===== src/rtl/variable_table_pkg.sv =====
// variable_table_pkg
// Shared definitions for the variable table sequencer: the FSM state
// encoding and the mapping from state to the tables_stable indication.
package variable_table_pkg;

    typedef enum logic [2:0] {
        ST_IDLE      = 3'd0,
        ST_INIT      = 3'd1,
        ST_READY     = 3'd2,
        ST_FLIP_RD   = 3'd3,
        ST_FLIP_WAIT = 3'd4,
        ST_FLIP_WR   = 3'd5
    } state_t;

    localparam logic [15:0] FLIP_COUNT_MAX = 16'hFFFF;

    // Port-A readers may trust the tables only while no write is in flight.
    function automatic logic state_is_stable(input state_t s);
        return (s == ST_READY) || (s == ST_FLIP_RD) || (s == ST_FLIP_WAIT);
    endfunction

endpackage


===== src/rtl/variable_table_port_fanout.sv =====
// variable_table_port_fanout
// Replicates one set of port-B controls to CLUSTER_SIZE identical tables.
// Ports:
//   i_en, i_en_first_only : enable all tables, or only table 0 when first_only
//   i_we, i_din, i_addr   : shared write enable / data / address
//   o_en_b, o_we_b, o_din_b : one bit per table, qualified by that table's enable
//   o_addr_b              : table i address at slice i
module variable_table_port_fanout
    import variable_table_pkg::*;
#(
    parameter int ADDR_W       = 11,
    parameter int CLUSTER_SIZE = 40
) (
    input  logic                           i_en,
    input  logic                           i_en_first_only,
    input  logic                           i_we,
    input  logic                           i_din,
    input  logic [ADDR_W-1:0]              i_addr,
    output logic [CLUSTER_SIZE-1:0]        o_en_b,
    output logic [CLUSTER_SIZE-1:0]        o_we_b,
    output logic [CLUSTER_SIZE-1:0]        o_din_b,
    output logic [ADDR_W*CLUSTER_SIZE-1:0] o_addr_b
);

    for (genvar g = 0; g < CLUSTER_SIZE; g++) begin : g_slice
        logic w_en;
        if (g == 0) begin : g_first
            assign w_en = i_en;
        end else begin : g_rest
            assign w_en = i_en & ~i_en_first_only;
        end
        // we/din are gated so idle tables see all-zero controls
        assign o_en_b[g]                   = w_en;
        assign o_we_b[g]                   = w_en & i_we;
        assign o_din_b[g]                  = w_en & i_din;
        assign o_addr_b[g*ADDR_W +: ADDR_W] = i_addr;
    end

endmodule


===== src/rtl/variable_table_sequencer.sv =====
// variable_table_sequencer
// Initialises a cluster of replicated variable tables from a bit stream and
// then services single-variable flip requests (read table 0, write the
// inverted value to every table).
// Ports:
//   clk, rst_n                         : clock, async active-low reset
//   init_start                         : start (re)initialisation
//   init_valid/init_bit/init_ready     : initial-value stream, one variable per beat
//   init_done                          : pulse after the last variable is written
//   flip_valid/flip_addr/flip_ready    : flip request handshake
//   flip_done/flip_value/flip_error    : completion pulse, new value, out-of-range pulse
//   tables_stable                      : port-A reads are trustworthy
//   flip_count                         : saturating completed-flip count since init
//   en_b/we_b/din_b/addr_b             : port-B controls, one slice per table
//   dout_b0                            : table 0 port-B read data, one-cycle latency
//
// state      | meaning
// -----------+---------------------------------------------------
// IDLE       | after reset, tables not initialised
// INIT       | accepting the initial-value stream
// READY      | tables valid, accepting flip requests
// FLIP_RD    | reading captured address from table 0
// FLIP_WAIT  | table 0 read data arriving on dout_b0
// FLIP_WR    | writing inverted value to all tables
module variable_table_sequencer
    import variable_table_pkg::*;
#(
    parameter int          LITERAL_ADDRESS_WIDTH = 11,
    parameter int          CLUSTER_SIZE          = 40,
    parameter int          NUM_VARIABLES         = 2000,  // must not exceed 2**LITERAL_ADDRESS_WIDTH
    parameter logic [15:0] FLIP_COUNT_INIT       = 16'h0000  // value loaded by init_start
) (
    input  logic                                      clk,
    input  logic                                      rst_n,
    input  logic                                      init_start,
    input  logic                                      init_valid,
    input  logic                                      init_bit,
    output logic                                      init_ready,
    output logic                                      init_done,
    input  logic                                      flip_valid,
    input  logic [LITERAL_ADDRESS_WIDTH-1:0]          flip_addr,
    output logic                                      flip_ready,
    output logic                                      flip_done,
    output logic                                      flip_value,
    output logic                                      flip_error,
    output logic                                      tables_stable,
    output logic [15:0]                               flip_count,
    output logic [CLUSTER_SIZE-1:0]                   en_b,
    output logic [CLUSTER_SIZE-1:0]                   we_b,
    output logic [CLUSTER_SIZE-1:0]                   din_b,
    output logic [LITERAL_ADDRESS_WIDTH*CLUSTER_SIZE-1:0] addr_b,
    input  logic                                      dout_b0
);

    localparam int AW = LITERAL_ADDRESS_WIDTH;
    localparam logic [AW-1:0] LAST_ADDR    = AW'(NUM_VARIABLES - 1);
    // One extra bit so the range check also works when NUM_VARIABLES == 2**AW
    localparam logic [AW:0]   NUM_VARS_EXT = (AW+1)'(NUM_VARIABLES);

    state_t          r_state, w_next_state;
    logic [AW-1:0]   r_cnt;
    logic [AW-1:0]   r_flip_addr;
    logic            r_rd_bit;
    logic            r_init_done, r_flip_done, r_flip_value, r_flip_error;
    logic [15:0]     r_flip_count;

    logic            w_start, w_init_beat, w_last_beat, w_flip_acc, w_flip_oor;
    logic            w_en, w_en_first_only, w_we, w_din;
    logic [AW-1:0]   w_addr;

    assign w_start     = init_start & ((r_state == ST_IDLE) | (r_state == ST_READY));
    assign w_init_beat = (r_state == ST_INIT) & init_valid;
    assign w_last_beat = w_init_beat & (r_cnt == LAST_ADDR);
    assign w_flip_acc  = flip_valid & flip_ready;
    assign w_flip_oor  = {1'b0, flip_addr} >= NUM_VARS_EXT;

    // State register
    always_ff @(posedge clk or negedge rst_n) begin
        if (!rst_n) r_state <= ST_IDLE;
        else        r_state <= w_next_state;
    end

    // Next-state logic
    always_comb begin
        w_next_state = r_state;
        case (r_state)
            ST_IDLE:      if (w_start) w_next_state = ST_INIT;
            ST_INIT:      if (w_last_beat) w_next_state = ST_READY;
            ST_READY: begin
                if (w_start)                         w_next_state = ST_INIT;
                else if (w_flip_acc && !w_flip_oor)  w_next_state = ST_FLIP_RD;
            end
            ST_FLIP_RD:   w_next_state = ST_FLIP_WAIT;
            ST_FLIP_WAIT: w_next_state = ST_FLIP_WR;
            ST_FLIP_WR:   w_next_state = ST_READY;
            default:      w_next_state = ST_IDLE;
        endcase
    end

    // Output logic
    always_comb begin
        w_en            = 1'b0;
        w_en_first_only = 1'b0;
        w_we            = 1'b0;
        w_din           = 1'b0;
        w_addr          = '0;
        init_ready      = (r_state == ST_INIT);
        // init_start wins over a simultaneous flip request
        flip_ready      = (r_state == ST_READY) & ~init_start;
        tables_stable   = state_is_stable(r_state);
        case (r_state)
            ST_INIT: begin
                if (init_valid) begin
                    w_en   = 1'b1;
                    w_we   = 1'b1;
                    w_din  = init_bit;
                    w_addr = r_cnt;
                end
            end
            ST_FLIP_RD: begin
                w_en            = 1'b1;
                w_en_first_only = 1'b1;
                w_addr          = r_flip_addr;
            end
            ST_FLIP_WR: begin
                w_en   = 1'b1;
                w_we   = 1'b1;
                w_din  = ~r_rd_bit;
                w_addr = r_flip_addr;
            end
            default: ;
        endcase
    end

    // Datapath: counters, captured request, read data and status pulses
    always_ff @(posedge clk or negedge rst_n) begin
        if (!rst_n) begin
            r_cnt        <= '0;
            r_flip_addr  <= '0;
            r_rd_bit     <= 1'b0;
            r_init_done  <= 1'b0;
            r_flip_done  <= 1'b0;
            r_flip_value <= 1'b0;
            r_flip_error <= 1'b0;
            r_flip_count <= '0;
        end else begin
            r_init_done  <= w_last_beat;
            r_flip_error <= w_flip_acc & w_flip_oor;
            r_flip_done  <= (r_state == ST_FLIP_WR);
            r_flip_value <= (r_state == ST_FLIP_WR) & ~r_rd_bit;
            if (w_start) begin
                r_cnt        <= '0;
                r_flip_count <= FLIP_COUNT_INIT;
            end else if (w_init_beat) begin
                r_cnt <= r_cnt + 1'b1;
            end
            if (w_flip_acc)
                r_flip_addr <= flip_addr;
            if (r_state == ST_FLIP_WAIT)
                r_rd_bit <= dout_b0;
            if ((r_state == ST_FLIP_WR) && (r_flip_count != FLIP_COUNT_MAX))
                r_flip_count <= r_flip_count + 16'd1;
        end
    end

    assign init_done  = r_init_done;
    assign flip_done  = r_flip_done;
    assign flip_value = r_flip_value;
    assign flip_error = r_flip_error;
    assign flip_count = r_flip_count;

    variable_table_port_fanout #(
        .ADDR_W       (AW),
        .CLUSTER_SIZE (CLUSTER_SIZE)
    ) u_fanout (
        .i_en            (w_en),
        .i_en_first_only (w_en_first_only),
        .i_we            (w_we),
        .i_din           (w_din),
        .i_addr          (w_addr),
        .o_en_b          (en_b),
        .o_we_b          (we_b),
        .o_din_b         (din_b),
        .o_addr_b        (addr_b)
    );

endmodule


===== config.mk =====
export PLATFORM = sky130hd
export DESIGN_NAME = variable_table_sequencer
export DESIGN_NICKNAME = d
export VERILOG_FILES = /design/src/rtl/variable_table_pkg.sv /design/src/rtl/variable_table_port_fanout.sv /design/src/rtl/variable_table_sequencer.sv
export SDC_FILE = /design/constraint.sdc
export NUM_CORES = 1
export LEC_CHECK = 0
export ABC_AREA = 0
export CORE_AREA = 2 2 232 234
export DETAILED_ROUTE_END_ITERATION = 10
export DIE_AREA = 0 0 234 236
export PLACE_DENSITY = 0.39
export SETUP_SLACK_MARGIN = 0.15
export SLEW_MARGIN = 20
export SYNTH_ARGS = -nofsm -noshare
export SYNTH_HDL_FRONTEND = slang
export SYNTH_SLANG_ARGS = --single-unit

===== constraint.sdc =====
create_clock -name clk -period 4.2 [get_ports clk]
set_input_delay 0.84 -clock clk [delete_from_list [all_inputs] [get_ports clk]]
set_output_delay 0.84 -clock clk [all_outputs]
set_load 0.005 [all_outputs]

==> results.toml <==
[worst_setup_path]
cp.arrival_ns = 2.93
critPathLaunchType = "input pin"
critPathCaptureType = "output port"
cp.required_ns = 3.36
critPathKind = "input pin to output port"
crit_fanout = 40

[power]
total_power_mw = 4.42
leakagePower_nw = 3.43
peakVddDrop_mv = 0.231
powerDensity_nw_per_um2 = 461

[sta]
tns_ns = 0
hold_violations = 0
setup_viol = 0
period_minus_slack_ns = 3.77
rsz0062_at_grt = "false"
tightest_slew_ns = 0.846
fmax_mhz = 265
timing.hold.ws_ns = 0.462
relSlewSlack_pct = 43.5
setup_ws_ns = 0.428
fin_worst_skew_ns = 0.0108
final_max_slew_viol_count = 0
min_period_over_period_pct = 89.8

[routing]
drt.antenna.violating_nets = 0
drc_errors = 0
wire_per_inst_um = 11.9
drtIter0Drc = 103
drt_wl_total_mm = 18.5
dr.pass1.iters = 4
viasPerCell = 2.86
via_count = 4445

[clock_tree]
insertion_delay_ns = 0.30
htreeDepth = 2
cts.sinks = 46
max-clock-path-buffers = 2
clk_pin_slew_ns = 0.06
cts_tree = "built"
clockRootBuffer = "clkbuf_16"
post_cts.repair.setup_buffers = 0
cts_resized = 0
cts_hold_buf = 0
cts_buffers = 5

[cells_and_area]
stdcell_count = 1552
fillers = 5755
fin_area_um2 = 9590
num-nets-final = 875
n_antenna_cell = 0
final_util_pct = 18.1
layout-drive-gt1-share_pct = 6.07
area_growth_pct = 48.2

[run]
maxCapViolCount = 0

[yosys]
synth-edff-count = 0
synth_area_leaders = "buf_4 (63%), dfrtp_1 (18%), mux2_2 (2.4%)"
ys_ff_latch = 46
synth_cell_types = 41
avgSynthCellArea_um2 = 8.27
netlist_area_um2 = 6470
syn-num-nets = 802
synth-main-ff-cell = "dfrtp_1"
syn_inst = 782
post-synth-top-area-fraction_pct = 63.3
yosysSeqAreaShare_pct = 17.8
synth_area_leader_cell = "buf_4"
ys_warn_count = 0
synthTopCellsByCount = "buf_4 (545), dfrtp_1 (46), nand2_1 (22), nor2_1 (22)"
ys_async_sr_fraction_pct = 100
yosysMostFrequentCell = "buf_4"

[floorplan]
fp.coreArea_um2 = 53100
die_h_um = 236
rows = 85
fp.dieW_um = 234
dieArea_um2 = 55200
initial_core_util_pct = 12.2
io_pins = 601

[place]
pre_cts_ws_ns = 0.388
place_inst = 1544
gp_congestion = 0.693
place_area_um2 = 9430
dpl.hpwl_mm = 14.7
io_buffers = 600

[grt]
antenna_found_initial = 1
grt_overflow = 0
grt_pass1_wl_mm = 25.1
grt_max_degree = 41
grt_pass1_vias = 3777
track_usage_pct = 5.96

[worst_hold_path]
min_path_type = "flop to flop"

[status]
outcome = "finished clean"
-- report_power, final --
part           switching, mW  internal, mW  leakage [nW]
Combinational           1.18          2.21          2.74
Sequential            0.0758         0.536         0.624
Clock                  0.190         0.236        0.0729
Total                   1.44          2.98          3.43
-- area by class of cell --
class	instances	area [um^2]	area share [%]
clock buffers	6	139	1.45
clock inverters	2	12.5	0.131
inverters	4	15.0	0.157
multi-input cells	177	1160	12.1
flip-flops and latches	46	1150	12.0
well taps	696	871	9.08
repair buffers	621	6230	65.0
-- flip-flops by register name, indices dropped and copies added (netlist names) --
signal,cells
r_rd_bit,1
r_flip_addr,11
flip_done,1
init_done,1
r_cnt,11
flip_value,1
flip_error,1
flip_count,16
r_state,3
-- cells by family after synthesis --
kind of cell | synth area share, %
fa+ha+maj | 0.387
compound gates | 4.93
xor+xnor | 1.22
mux | 2.90
simple gates | 8.55
flops | 17.8
buf+inv | 64.2
-- critical path: stages --
cell	delay, ns
clkdlybuf4s50_1	0.52
and2_1	0.20
buf_4	0.25
a22o_1	0.17
buf_4	0.32
clkdlybuf4s50_1	0.59
-- routing by layer --
layer / global-route usage, % / vias up / part of all wire, % / routed length [um]
met2: 11.1 / 305 / 52 / 9540
li1: - / 2093 / - / -
met4: 0.863 / 0 / 0.58 / 108
met1: 7.00 / 2038 / 39 / 7270
met3: 1.38 / 9 / 8.5 / 1570
met5: 0 / - / 0 / 0
-- layout by cell type, fill, tap and decap left out, types with 4 or more instances in the layout --
master           netlist  final
clkdlybuf4s50_1        0    599
dfrtp_1               46     46
nand2_1               22     22
nor2_1                22     22
buf_4                545     15
nand3_1               14     14
mux2_2                14     14
nor3_1                11     11
o21ai_0               11     11
and3_1                11     11
a22o_1                10     10
xnor2_1                7      7
buf_12                 0      6
nand2b_1               5      5
a211o_1                5      5
clkbuf_16              0      5
inv_1                  4      4
a21o_1                 4      4
-- worst paths after layout --
kind | startpoint | end | slack (ns) | depth (start not counted)
min | r_rd_bit | flip_value | 0.46 | 1
max reg2reg | flip_count[0] | flip_count[5] | 1.77 | 6
min reg2reg | r_rd_bit | flip_value | 0.46 | 1
min in group asynchronous | rst_n | flip_done | 0.62 | 1
max | init_valid | addr_b[367] | 0.43 | 6
max in group asynchronous | rst_n | r_flip_addr[9] | 2.85 | 2
Power figures use the tool's default switching activity.
